--- src/rtl/reg_file.sv ---
// 16 x DATA_W register array with two combinational read ports, one byte write
// port and a multi-cycle engine that loads, increments, decrements or reads register pairs.
module reg_file #(
   parameter int DATA_W = 8
) (
   input  logic                  clk,
   input  logic                  rst,
   input  logic [3:0]            rd_addr_a,
   output logic [DATA_W-1:0]     rd_data_a,
   input  logic [3:0]            rd_addr_b,
   output logic [DATA_W-1:0]     rd_data_b,
   input  logic                  wr_en,
   input  logic [3:0]            wr_addr,
   input  logic [DATA_W-1:0]     wr_data,
   output logic                  wr_ack,
   input  logic                  pr_start,
   input  logic [1:0]            pr_op,
   input  logic [3:0]            pr_addr,
   input  logic [2*DATA_W-1:0]   pr_wdata,
   output logic                  pr_busy,
   output logic                  pr_done,
   output logic [2*DATA_W-1:0]   pr_rdata,
   output logic                  pr_wrap
);

   localparam int PAIR_W = 2 * DATA_W;

   localparam logic [1:0] OP_LOAD = 2'b00;
   localparam logic [1:0] OP_INC  = 2'b01;
   localparam logic [1:0] OP_DEC  = 2'b10;
   localparam logic [1:0] OP_READ = 2'b11;

   typedef enum logic [2:0] {
      S_IDLE,
      S_RD,
      S_WLO,
      S_WHI,
      S_DONE
   } state_t;

   // Returns {wrap, result}; arithmetic is modulo 2^PAIR_W.
   function automatic logic [PAIR_W:0] pair_step(input logic [1:0]        op,
                                                  input logic [PAIR_W-1:0] cur,
                                                  input logic [PAIR_W-1:0] ld);
      logic [PAIR_W:0] r;
      case (op)
         OP_LOAD: r = {1'b0, ld};
         OP_INC:  r = {(&cur), cur + PAIR_W'(1)};
         OP_DEC:  r = {(~|cur), cur - PAIR_W'(1)};
         default: r = {1'b0, cur};
      endcase
      return r;
   endfunction

   state_t              state_q, state_d;
   logic [1:0]          op_q, op_d;
   logic [1:0]          idx_q, idx_d;
   logic [PAIR_W-1:0]   ldata_q, ldata_d;
   logic [PAIR_W-1:0]   res_q, res_d;
   logic                wrap_pend_q, wrap_pend_d;
   logic [PAIR_W-1:0]   rdata_q, rdata_d;
   logic                busy_q, busy_d;
   logic                done_q, done_d;
   logic                wrap_q, wrap_d;
   logic [DATA_W-1:0]   regs_q [16];
   logic [DATA_W-1:0]   regs_d [16];

   logic [3:0]          hi_addr;
   logic [3:0]          lo_addr;
   logic [PAIR_W-1:0]   pair_cur;
   logic [PAIR_W:0]     step;
   logic                pair_wr_phase;
   logic                unused_pr_addr;

   assign hi_addr        = {2'b10, idx_q};
   assign lo_addr        = {2'b11, idx_q};
   assign pair_cur       = {regs_q[hi_addr], regs_q[lo_addr]};
   assign step           = pair_step(op_q, pair_cur, ldata_q);
   assign pair_wr_phase  = (state_q == S_WLO) || (state_q == S_WHI);
   assign unused_pr_addr = ^pr_addr[3:2];

   assign wr_ack    = wr_en & ~pair_wr_phase;
   assign rd_data_a = regs_q[rd_addr_a];
   assign rd_data_b = regs_q[rd_addr_b];
   assign pr_busy   = busy_q;
   assign pr_done   = done_q;
   assign pr_rdata  = rdata_q;
   assign pr_wrap   = wrap_q;

   always_comb begin
      state_d     = state_q;
      op_d        = op_q;
      idx_d       = idx_q;
      ldata_d     = ldata_q;
      res_d       = res_q;
      wrap_pend_d = wrap_pend_q;
      rdata_d     = rdata_q;
      wrap_d      = wrap_q;
      regs_d      = regs_q;

      // The byte port and the pair engine never write in the same cycle.
      if (wr_ack) begin
         regs_d[wr_addr] = wr_data;
      end

      case (state_q)
         S_IDLE: begin
            if (pr_start) begin
               op_d    = pr_op;
               idx_d   = pr_addr[1:0];
               ldata_d = pr_wdata;
               state_d = S_RD;
            end
         end
         S_RD: begin
            rdata_d     = pair_cur;
            res_d       = step[PAIR_W-1:0];
            wrap_pend_d = step[PAIR_W];
            state_d     = (op_q == OP_READ) ? S_DONE : S_WLO;
         end
         S_WLO: begin
            regs_d[lo_addr] = res_q[DATA_W-1:0];
            state_d         = S_WHI;
         end
         S_WHI: begin
            regs_d[hi_addr] = res_q[PAIR_W-1:DATA_W];
            state_d         = S_DONE;
         end
         S_DONE: begin
            state_d = S_IDLE;
         end
         default: begin
            state_d = S_IDLE;
         end
      endcase

      busy_d = (state_d == S_RD) || (state_d == S_WLO) || (state_d == S_WHI);
      done_d = (state_d == S_DONE);
      if (state_d == S_DONE) begin
         wrap_d = wrap_pend_d;
      end
   end

   always_ff @(posedge clk) begin
      if (rst) begin
         state_q <= S_IDLE;
         busy_q  <= 1'b0;
         done_q  <= 1'b0;
         wrap_q  <= 1'b0;
         rdata_q <= '0;
         regs_q  <= '{default: '0};
      end else begin
         state_q <= state_d;
         busy_q  <= busy_d;
         done_q  <= done_d;
         wrap_q  <= wrap_d;
         rdata_q <= rdata_d;
         regs_q  <= regs_d;
      end
   end

   // Operation operands are only consumed after IDLE latches them.
   always_ff @(posedge clk) begin
      op_q        <= op_d;
      idx_q       <= idx_d;
      ldata_q     <= ldata_d;
      res_q       <= res_d;
      wrap_pend_q <= wrap_pend_d;
   end

endmodule

--- config.mk ---
export PLATFORM = sky130hd
export DESIGN_NAME = reg_file
export DESIGN_NICKNAME = d
export VERILOG_FILES = /design/src/rtl/reg_file.sv
export SDC_FILE = /design/constraint.sdc
export NUM_CORES = 1
export LEC_CHECK = 0
export ABC_AREA = 1
export ABC_CLOCK_PERIOD_IN_PS = 2800
export CORE_ASPECT_RATIO = 0.6
export CORE_MARGIN = 1.5
export CORE_UTILIZATION = 45
export CTS_CLUSTER_DIAMETER = 50
export DETAILED_ROUTE_END_ITERATION = 7
export PLACE_DENSITY = 0.68
export SLEW_MARGIN = 20
export SYNTH_ARGS = -nofsm -noshare
export SYNTH_HDL_FRONTEND = slang
export SYNTH_SLANG_ARGS = --single-unit
--- constraint.sdc ---
create_clock -name clk -period 2.8 [get_ports clk]
set_input_delay 0.42 -clock clk [delete_from_list [all_inputs] [get_ports clk]]
set_output_delay 0.42 -clock clk [all_outputs]
set_load 0.03 [all_outputs]
# Yosys cells after proc, flatten, opt, wreduce, memory -nomap -nowiden
# Cells that the tools add are included.
# totals
register_bits,187
inputBits,46
wordCells,93
# classes
add_sub_neg,2
order_cmp,8
n_eq_ne,10
muxes,28
bitwise,7
reduce_logical,12
# ops
operator,n
128-bit bitwise mux,3
128-bit case mux with 2 select lines,1
8-bit binary-select mux with 4-bit select,4
128-bit two-way mux,1
8-bit demux with 4-bit select,3
8-bit two-way mux,11
17-bit case mux with 3 select lines,1
"5-bit greater-or-equal comparator, second input constant",5
4-bit inverter with 5-bit output,5
"16-bit by 1-bit adder with 16-bit output, second input constant",1
16-bit AND reduction,1
16-bit OR reduction,1
"16-bit by 1-bit subtractor with 16-bit output, second input constant",1
"5-bit by 1-bit < comparator with 1-bit output, second input constant",3
"3-bit by 2-bit equality test with 1-bit output, second input constant",4
3-bit case mux with 4 select lines,1
"3-bit by 1-bit equality test with 1-bit output, second input constant",2
3-bit two-way mux,2
"2-bit equality test, second input constant",2
"3-bit equality test, second input constant",1
1-bit logical AND,3
3-bit zero test,1
1-bit logical OR,3
"2-bit by 1-bit equality test with 1-bit output, second input constant",1
6 further kinds,6

# Depth between registers and ports, before layout
# logic_depth
depth_word,9
depth_mapped,20
depth_no_buf,19

# Worst setup path before layout
# No wires, ideal clock.
# synth_path
kind,register -> register
from,register op_q[0]
to,"register res_q[10], data pin"
setup_time_ns,0.249
arrival_ns,2.349
required_ns,2.551
path_slack_ns,0.202
stages_incl_launch_ff,12
n_path_buf,0
period_less_slack_ns,2.598
path_cell_list,edfxtp_1 > nor2_1 > ha_1 > nand3_1 > nand3_1 > nand3_1 > nand2_1 > a21o_1 > a21oi_1 > o21ai_0 > nand2_1 > inv_1
# synth_between
elab_chain_cells,2
# synth_rtl
item,line,rtl
"start, declared",56,"logic [1:0] op_q, op_d;"
"start signal, assigned",164,op_q <= op_d;
2-bit equality test (tied with other cells),46,case (op)
17-bit case mux with 3 select lines (*),46,
via step[10],71,logic [PAIR_W:0] step;
"end signal, assigned",167,res_q <= res_d;
"end, declared",59,"logic [PAIR_W-1:0] res_q, res_d;"
# Mark *: on every way through the listed nets, which the timed path passes. The rest lies on a longest branch.
# A chain may end at the register's enable or synchronous reset.

# Worst setup path after layout
# layout_path
from,register idx_q[1]
to,"register res_q[15], data pin"
# layout_between
elab_chain_cells,6
# layout_rtl
item,line,rtl
"start, declared",57,"logic [1:0] idx_q, idx_d;"
"start signal, assigned",165,idx_q <= idx_d;
4-bit inverter with 5-bit output (implied by the code) (*),77,"assign pair_cur = {regs_q[hi_addr], regs_q[lo_addr]};"
8-bit binary-select mux with 4-bit select (*),77,
8-bit two-way mux (implied by the code) (*) (2 in series),77,
via pair_cur[8],70,logic [PAIR_W-1:0] pair_cur;
16-bit by 1-bit subtractor with 16-bit output / 16-bit by 1-bit adder with 16-bit output (equally long branches),"49, 48",
17-bit case mux with 3 select lines (*),46,
via step[15],71,
# Mark *: on every way through the listed nets, which the timed path passes. The rest lies on a longest branch. The select of a mux whose other input is x is not followed.

==> impl_metrics.ini <==
[floorplanning]
dieWidth_um = 204.4
chipHeight_um = 123.9
design.die.area_mm2 = 0.02532
design.portCount = 82
fp.coreArea_mm2 = 0.02351
effective_utilization_at_floorplan_pct = 46.60
placement_rows = 43

[setup_path]
cp_max_fo = 8
setup.reg_to_reg.worst_slack_ns = 0.08
timing.critical_path.arrival_ns = 2.93
critical_path.reg2reg.startpoint = idx_q[1]
setup.worst_path.end = res_q[15]
crit_path_start = idx_q[1]
setup.worst_path.start_class = register
critical_path.endpoint_type = register
worst-setup-path-type = register to register
r2r_end = res_q[15]
worstPathRequired_ns = 3.02
r2r_cells = 14

[status]
run_status = finished clean

[timing]
least_margin_pin_slew_ns = 1.012
unrepaired_setup_endpoints_after_global_routing = yes
final_hold_viol_count = 0
fin_setup_tns_ns = 0
achievable-frequency_mhz = 367.9
post-route-period-util_pct = 97.08
fin_max_slew_vios = 0
timing.final.crit_period_ns = 2.718
slew_headroom_pct = 32.34
setup_slack_ns = 0.08180
timing.clock.skew_ns = 0.01051
report.final.setup_viol = 0

[power_and_ir_drop]
cellLeakagePower_nw = 5.611
power.share.sequential_pct = 42.7
power-per-cell-area_mw_per_mm2 = 529.5
clkPwrFrac_pct = 35.7
total_switching_power_mw = 2.186
fin_total_pwr_mw = 7.021
fraction_of_power_spent_switching_nets_pct = 31.14
p_int_mw = 4.835
comb_power_share_pct = 21.6
ir_worst_vdd_mv = 0.4336

[drt]
wl_per_cell_um = 20.05
drcViolationCount = 0
via_count = 11673
routed_wl_mm = 40.14
detail_route.iter0.violations = 1597
detail-route-antenna-nets = 0
detailedRoute.firstPassIterationCount = 6
vias_per_cell = 5.831

[synthesis]
count_of_warnings_emitted_by_yosys = 0
synthArstFlopShare_pct = 0
synth_edf_count = 36
netlist_instances = 1583
synth.net_count = 1644
mean_cell_area_of_the_mapped_netlist_um2 = 6.922
netlist-cell-type-count = 46
ys_dominant_reg_cell = dfxtp_1
synth_sequential_area_ratio_pct = 37.46
synth.ff_latch_count = 187
syn-cell-area_mm2 = 0.01096

[place]
globalplace.congestion = 0.9437
place_worst_setup_slack_ns = -0.04172
port-buffer-count = 79
dp_hpwl_mm = 29.06

[clock_tree]
h_tree_levels = 4
numCtsBuffers = 17
clkTransAtPathRegs_ns = 0.07
clock-sinks = 187
clock_tree_from_tritoncts = done
clockRootBuffer = clkbuf_16
worst_skew_pair.late_latency_ns = 0.47
clock_path_buffers = 2
cts_hold_buffers = 0

[grt]
grt_use_total_pct = 31.62
first_global_vias = 9910
grt_first_pass_wirelength_mm = 59.03
grt_busiest_layer = met1
largest_net_degree_at_the_start_of_global_routing = 81
globalRouteMet2Util_pct = 40.06
globalRouteMet3Util_pct = 12.98
antenna_found_initial = 0
globalRoute.totalOverflow = 0
grt.met1_usage_pct = 47.94

[min_path]
holdCritPathClass = register to register

[final_layout]
fraction_of_final_layout_cells_sized_beyond_drive_strength_1_pct = 12.75
layout-area-overhead-vs-synth_pct = 21.02
finish.net_count = 1734

[job]
maxCapViolCount = 0
cells in the mapped netlist, drive strengths merged, types with 2 or more instances:
cell type / n / area share, %
clkbuf: 69 / 2.4
edfxtp: 36 / 9.9
dfxtp: 151 / 28
a31oi: 2 / 0.11
o21bai: 8 / 0.55
xor2: 2 / 0.16
xnor2: 2 / 0.16
a22oi: 5 / 0.34
nand3: 46 / 2.1
o22ai: 21 / 1.3
nor3: 9 / 0.65
o211ai: 25 / 1.7
nor2: 143 / 5.2
clkinv: 3 / 0.10
and2: 2 / 0.11
inv: 165 / 5.8
o21ai: 318 / 15
nand2: 248 / 9.0
buf: 29 / 1.6
ha: 14 / 1.6
o221ai: 26 / 2.1
a21oi: 240 / 11
mux2i: 15 / 1.4
metal layers:
metal	up-vias	part of all wire [%]	wire, µm
met4	0	1.3	536
li1	5596	-	-
met5	-	0	0
met3	41	14	5566
met1	5413	47	18980
met2	623	37	15050
how the worst min path moves through the flow:
stage / start / slack (ns) / to / cells past startpoint
floorplan: wrap_pend_q / 0.43 / wrap_pend_q / 2
global placement: wrap_pend_q / 0.45 / wrap_pend_q / 2
detailed placement: wrap_pend_q / 0.45 / wrap_pend_q / 2
CTS: wrap_pend_q / 0.46 / wrap_pend_q / 2
global route: wrap_pend_q / 0.49 / wrap_pend_q / 2
finish: wrap_pend_q / 0.47 / wrap_pend_q / 2
logic make-up (layout without fill, tap and decap cells):
family          Yosys count  count (layout)  synth area share (%)
other cells               0               1                     0
buf+inv                 266             369                 9.798
mux                      15              15                 1.370
xor+xnor                  4               4                0.3198
compound gates          647             647                 32.08
flops                   187             187                 37.46
fa+ha+maj                15              15                 1.781
simple gates            449             449                 17.20
registers in the layout (all words and copies together) (netlist names):
| name | flops |
|---|---|
| idx_q | 2 |
| state_q | 3 |
| op_q | 2 |
| regs_q | 128 |
| pr_rdata | 16 |
| res_q | 16 |
| pr_busy | 1 |
| pr_wrap | 1 |
| wrap_pend_q | 1 |
| ldata_q | 16 |
| pr_done | 1 |
area by class of cell:
class / count / area (µm²)
repair buffers: 169 / 1562
multi-input cells: 1130 / 5958
clock buffers: 24 / 514.2
flip-flops and latches: 187 / 4104
inverters: 168 / 643.1
fillers: 2229 / 10250
diodes: 1 / 2.502
clock inverters: 8 / 82.58
well taps: 315 / 394.1
timing repair:
item	4_1_cts	5_1_grt
pin swaps	3	10
resized for setup	3	31
setup buffers	2	5
setup endpoints to repair	2	10
layout by cell type (no fill, tap or decap), drive strengths merged, types with 2 or more instances in the layout:
| master | synthesis | layout |
|---|---|---|
| buf | 29 | 110 |
| nor2 | 143 | 143 |
| clkbuf | 69 | 24 |
| clkdlybuf4s50 | 0 | 59 |
| nor3 | 9 | 9 |
| dfxtp | 151 | 151 |
| mux2i | 15 | 15 |
| a31oi | 2 | 2 |
| edfxtp | 36 | 36 |
| o21bai | 8 | 8 |
| xnor2 | 2 | 2 |
| o221ai | 26 | 26 |
| a22oi | 5 | 5 |
| o211ai | 25 | 25 |
| o21ai | 318 | 318 |
| nand2 | 248 | 248 |
| ha | 14 | 14 |
| a21oi | 240 | 240 |
| clkinv | 3 | 7 |
| nand3 | 46 | 46 |
| and2 | 2 | 2 |
| inv | 165 | 167 |
| xor2 | 2 | 2 |
| o22ai | 21 | 21 |
per-stage QoR:
step | instance area [µm²] | utilization (%) | hold WS, ns | std cells
CTS | 13060 | 55.56 | 0.4641 | 1996
finish | 13260 | 56.40 | 0.4657 | 2002
global route | 13260 | 56.39 | 0.4868 | 2001
detailed placement | 12430 | 52.89 | 0.4515 | 1962
global placement | 12430 | 52.89 | 0.4522 | 1962
floorplan | 10960 | - | 0.4265 | 1583
worst max-delay path, cell delays in order (launching register included):
cell      delay [ns]
edfxtp_1        0.36
buf_4           0.18
buf_4           0.16
nor2_4          0.27
a22oi_1         0.15
nand2_2         0.10
ha_1            0.28
a21oi_1         0.28
o21bai_1        0.17
nand2_1         0.08
nand2_1         0.05
nor2_1          0.13
nand3_1         0.09
nand3_1         0.09
nand3_1         0.07
power by group through the flow:
stage / sequential [mW] / combinational [mW] / clock (mW)
6_report: 3.00 / 1.52 / 2.51
5_1_grt: 3.01 / 1.63 / 2.62
4_1_cts: 2.99 / 1.43 / 2.54
3_5_place_dp: 3.05 / 1.42 / 0
3_3_place_gp: 3.05 / 1.40 / 0
2_1_floorplan: 3.08 / 0.793 / 0
Power figures use the tool's default switching activity.
